$ cat config.mk
export PLATFORM = sky130hd
export DESIGN_NAME = shared_reg_arbiter
export DESIGN_NICKNAME = d
export VERILOG_FILES = /design/src/rtl/shared_reg_arbiter.sv
export SDC_FILE = /design/constraint.sdc
export NUM_CORES = 1
export LEC_CHECK = 0
export CAP_MARGIN = 20
export CELL_PAD_IN_SITES_DETAIL_PLACEMENT = 1
export CELL_PAD_IN_SITES_GLOBAL_PLACEMENT = 1
export CORE_ASPECT_RATIO = 1.75
export CORE_MARGIN = 2
export CORE_UTILIZATION = 37
export CTS_BUF_LIST = sky130_fd_sc_hd__clkbuf_8
export DETAILED_ROUTE_END_ITERATION = 7
export PLACE_DENSITY = 0.88
export SLEW_MARGIN = 40
export SYNTH_ARGS = -nofsm -noshare
export SYNTH_HDL_FRONTEND = slang
export SYNTH_SLANG_ARGS = --single-unit
$ cat constraint.sdc
create_clock -name clk -period 10.2 [get_ports clk]
set_input_delay 2.04 -clock clk [delete_from_list [all_inputs] [get_ports clk]]
set_output_delay 2.04 -clock clk [all_outputs]
set_load 0.01 [all_outputs]
$ cat src/rtl/shared_reg_arbiter.sv
// shared_reg_arbiter: round-robin arbiter and sequencer for one shared
// accumulator register. Each op takes three cycles: arbitrate and latch
// (IDLE), execute (EXEC), respond (RESP).
//
// Handshake: a requester raises req[i] with op/wdata stable, and holds it
// until it sees done[i]. grant[i] pulses when the request is accepted. done[i]
// pulses with result valid. req must be low by the edge that ends the done
// cycle, otherwise it counts as a fresh request in the next IDLE.
module shared_reg_arbiter #(
  parameter int                 NUM_REQ     = 4,
  parameter int                 DATA_W      = 32,
  parameter logic [DATA_W-1:0]  RESET_VALUE = '0
) (
  input  logic                        clk,
  input  logic                        rst,
  input  logic [NUM_REQ-1:0]          req,
  input  logic [2*NUM_REQ-1:0]        op,
  input  logic [DATA_W*NUM_REQ-1:0]   wdata,
  output logic [NUM_REQ-1:0]          grant,
  output logic [NUM_REQ-1:0]          done,
  output logic [DATA_W-1:0]           result,
  output logic [DATA_W-1:0]           acc_out,
  output logic                        busy,
  output logic [1:0]                  dbgState
);

  localparam int OW = $clog2(NUM_REQ);

  typedef enum logic [1:0] {
    IDLE = 2'd0,
    EXEC = 2'd1,
    RESP = 2'd2
  } state_t;

  state_t              state, nextState;
  logic [OW-1:0]       owner, lastOwner, winner;
  logic                found;
  logic [1:0]          opLat;
  logic [DATA_W-1:0]   wdataLat, acc, newAcc;
  logic [NUM_REQ-1:0]  grantNext, doneNext;

  // State register; reset lands in IDLE and aborts any op in flight.
  always_ff @(posedge clk or posedge rst) begin
    if (rst) state <= IDLE;
    else     state <= nextState;
  end

  // Next-state logic: fixed three-step sequence once a request is seen.
  always_comb begin
    nextState = state;
    case (state)
      IDLE:    if (found) nextState = EXEC;
      EXEC:    nextState = RESP;
      RESP:    nextState = IDLE;
      default: nextState = IDLE;
    endcase
  end

  // Round-robin pick: first set req bit after lastOwner, wrapping around.
  always_comb begin
    winner = '0;
    found  = 1'b0;
    for (int i = 1; i <= NUM_REQ; i++) begin
      if (!found && req[(int'(lastOwner) + i) % NUM_REQ]) begin
        found  = 1'b1;
        winner = OW'((int'(lastOwner) + i) % NUM_REQ);
      end
    end
  end

  // Output logic: next grant/done pulses and the busy flag.
  always_comb begin
    grantNext = '0;
    doneNext  = '0;
    busy      = 1'b0;
    case (state)
      IDLE: if (found) grantNext = NUM_REQ'(1) << winner;
      EXEC: begin
        doneNext = NUM_REQ'(1) << owner;
        busy     = 1'b1;
      end
      RESP: busy = 1'b1;
      default: ;
    endcase
  end

  // Accumulator update for the latched op; wraps modulo 2^DATA_W.
  always_comb begin
    newAcc = acc;
    case (opLat)
      2'b00:   newAcc = wdataLat;
      2'b01:   newAcc = acc + DATA_W'(1);
      2'b10:   newAcc = acc - DATA_W'(1);
      default: newAcc = acc;
    endcase
  end

  // Datapath registers: latch the winner's op in IDLE, commit it in EXEC.
  always_ff @(posedge clk or posedge rst) begin
    if (rst) begin
      grant     <= '0;
      done      <= '0;
      result    <= '0;
      acc       <= RESET_VALUE;
      lastOwner <= OW'(NUM_REQ - 1);
      owner     <= '0;
      opLat     <= '0;
      wdataLat  <= '0;
    end else begin
      grant <= grantNext;
      done  <= doneNext;
      if (state == IDLE && found) begin
        owner    <= winner;
        opLat    <= op[2*int'(winner) +: 2];
        wdataLat <= wdata[DATA_W*int'(winner) +: DATA_W];
      end
      if (state == EXEC) begin
        acc       <= newAcc;
        result    <= newAcc;
        lastOwner <= owner;
      end
    end
  end

  assign acc_out  = acc;
  assign dbgState = state;

endmodule

==> metrics.yaml <==
start_kind: "input pin"
arrival_ns: 4.49
hp-class: "flip-flop to flip-flop"
cts.path.max_buffers: 2
post-route-util_pct: 48.75
cts_tree: "built"
root_buffer: "clkbuf_8"
num-nets-final: 1300
synth_cells: 1037
grt.overflow.total: 0
layout_common_cells: "nand2_1, clkdlybuf4s50_1, o21ai_0"
yosysUniqueCellTypes: 78
drv_cap: 0
rsz0062_at_grt: "false"
synth_edf_count: 0
crit_required_ns: 10.50
finalWirelength_um: 25640
fin_skew_ns: 0.01531
drive_above_1_share_pct: 4.585
tns_ns: 0
syn_area_um2: 7102
antenna_found_initial: 0
cp_max_fo: 70
status: "finished clean"
ys.flop_type: "dfrtp_1"
vias: 8179
gp_congestion: 0.8851
p_per_area_nw_per_um2: 333.4
slew_headroom_pct: 54.42
initial_core_util_pct: 37.32
die-height_um: 187.3
coreArea_um2: 19030
setup_viol: 0
htreeDepth: 3
firstDrtPassIters: 5
worstSetupPathType: "input pin to flip-flop"
cts_sinks: 80
hold_viol: 0
fmax_ghz: 0.2389
dp_hpwl_um: 18700
dieArea_um2: 20360
cts_buffers: 9
grt_pass1_vias: 8272
postCtsSetupBuffers: 0
ant_nets: 0
ir_drop_uv: 164.1
syn_to_final_growth_pct: 30.64
final-instance-count-excl-fill: 1397
num_rows: 67
ys_seq_elements: 80
finalCritPeriodShare_pct: 41.04
worst_pin_slew_ns: 0.6837
io_pins: 217
grt_use_total_pct: 25.84
clkLatencyLatePin_ns: 0.39
diodes: 0
vias_per_cell: 5.855
place_inst: 1382
maxSlewViolCount: 0
wl_per_cell_um: 18.35
async_flop_share_pct: 100.0
holdBufCountCts: 0
cts_resized: 0
fin_crit_ns: 4.186
layout_commonest_cell: "nand2_1"
fp.dieW_um: 108.7
syn_area_per_cell_um2: 6.848
grt_first_pass_wirelength_um: 42130
seq_area_frac_synth_pct: 28.22
drt_iter0_markers: 340
syn-num-nets: 1185
clkTransAtPathRegs_ns: 0.08
p_leak_nw: 3.712
grt_max_degree: 71
numPortBuffers: 216
cp-end-kind: "flip-flop"
ys.warnings.count: 0
drc_errors: 0
==> worst paths after layout <==
path	end	slack (ns)	from	cells past startpoint
worst max-delay path	wdataLat[2]$_DFFE_PP0P_	6.01	req[3]	9
worst max register to register	result[30]$_DFFE_PP0P_	6.33	opLat[0]$_DFFE_PP0P_	10
max in group asynchronous	wdataLat[25]$_DFFE_PP0P_	7.06	rst	3
worst min register to register	wdataLat[29]$_DFFE_PP0P_	0.49	wdataLat[29]$_DFFE_PP0P_	2
min in group asynchronous	done[3]$_DFF_PP0_	2.04	rst	2
worst min-delay path	wdataLat[29]$_DFFE_PP0P_	0.49	wdataLat[29]$_DFFE_PP0P_	2
==> routing by layer <==
layer	track usage [%]	vias up	share of wire, %
met2	45.14	294	52
li1	-	3838	-
met3	4.321	56	5.7
met5	0	-	0
met1	30.71	3991	39
met4	10.70	0	3.1
==> synthesized netlist by cell type, types with 4 or more instances <==
| library cell | instances | share of area (%) |
|---|---|---|
| nand2_1 | 256 | 14 |
| o21ai_0 | 123 | 8.7 |
| dfrtp_1 | 78 | 27 |
| clkbuf_1 | 71 | 3.8 |
| nor2_1 | 60 | 3.2 |
| a21oi_1 | 58 | 4.1 |
| nand3_1 | 54 | 3.8 |
| buf_4 | 33 | 3.5 |
| nor3_1 | 27 | 1.9 |
| inv_1 | 24 | 1.3 |
| o22ai_1 | 24 | 2.1 |
| buf_2 | 16 | 1.1 |
| xnor2_1 | 15 | 1.8 |
| a31oi_1 | 13 | 1.1 |
| mux2i_1 | 11 | 1.6 |
| or3_1 | 10 | 0.88 |
| a22oi_1 | 9 | 0.95 |
| a2bb2oi_1 | 8 | 0.99 |
| nand2b_1 | 7 | 0.62 |
| nor2b_1 | 7 | 0.62 |
| nor4_1 | 7 | 0.62 |
| o22a_1 | 7 | 0.86 |
| o31ai_1 | 7 | 0.74 |
| ha_1 | 6 | 1.1 |
| o21a_1 | 6 | 0.63 |
| and4b_1 | 5 | 0.70 |
| a211oi_1 | 4 | 0.42 |
| and3b_1 | 4 | 0.49 |
| o31a_1 | 4 | 0.49 |
| o32a_1 | 4 | 0.56 |
==> state kept, by name, indices dropped and copies added, names as in the netlist <==
| name | count |
|---|---|
| lastOwner | 2 |
| result | 32 |
| grant | 4 |
| opLat | 2 |
| wdataLat | 32 |
| done | 4 |
| owner | 2 |
| dbgState | 2 |
==> through the flow <==
step / power (mW) / instance area [µm²] / hold slack [ns] / setup WS [ns]
2_1_floorplan: 2.150 / 7102 / 0.4447 / 6.112
3_3_place_gp: 2.728 / 9062 / 0.4651 / 5.707
3_5_place_dp: 2.814 / 9065 / 0.4833 / 5.603
4_1_cts: 3.093 / 9278 / 0.5037 / 6.004
5_1_grt: 3.368 / 9278 / 0.5366 / 5.751
6_report: 3.093 / 9278 / 0.4949 / 6.014
==> layout make-up <==
cell class                 count  area (µm²)
fill                        2432        9752
multi-input combinational    807        4404
timing repair buffer         229        2260
sequential                    80        2004
tap                          241       301.5
clock buffer                  10       137.6
inverter                      25       95.09
clock inverter                 5       75.07
==> where the power goes <==
group          internal (mW)  switching (mW)
registers              0.476           0.304
clock network          0.142           0.133
logic                  0.860            1.18
==> critical path: stages <==
cell	delay [ns]
clkdlybuf4s50_1	0.56
mux2i_1	0.10
o21ai_0	0.43
or2_2	0.20
buf_4	0.53
nand2_1	0.15
nand3_1	0.11
o21ai_0	0.17
o21ai_0	0.20
==> cell families (layout without fill, tap and decap cells) <==
group                      Yosys count  in the layout  synth area share, %
adders and majority gates            6              6                1.057
muxes                               13             13                1.868
and+or+nand+nor                    464            464                29.67
buffers and inverters              150            269                10.17
xor gates and xnor gates            17             17                2.097
AOI/OAI and AO/OA                  307            307                26.92
DFF                                 80             80                28.22
Note: power is estimated with default switching activity, not from simulation.
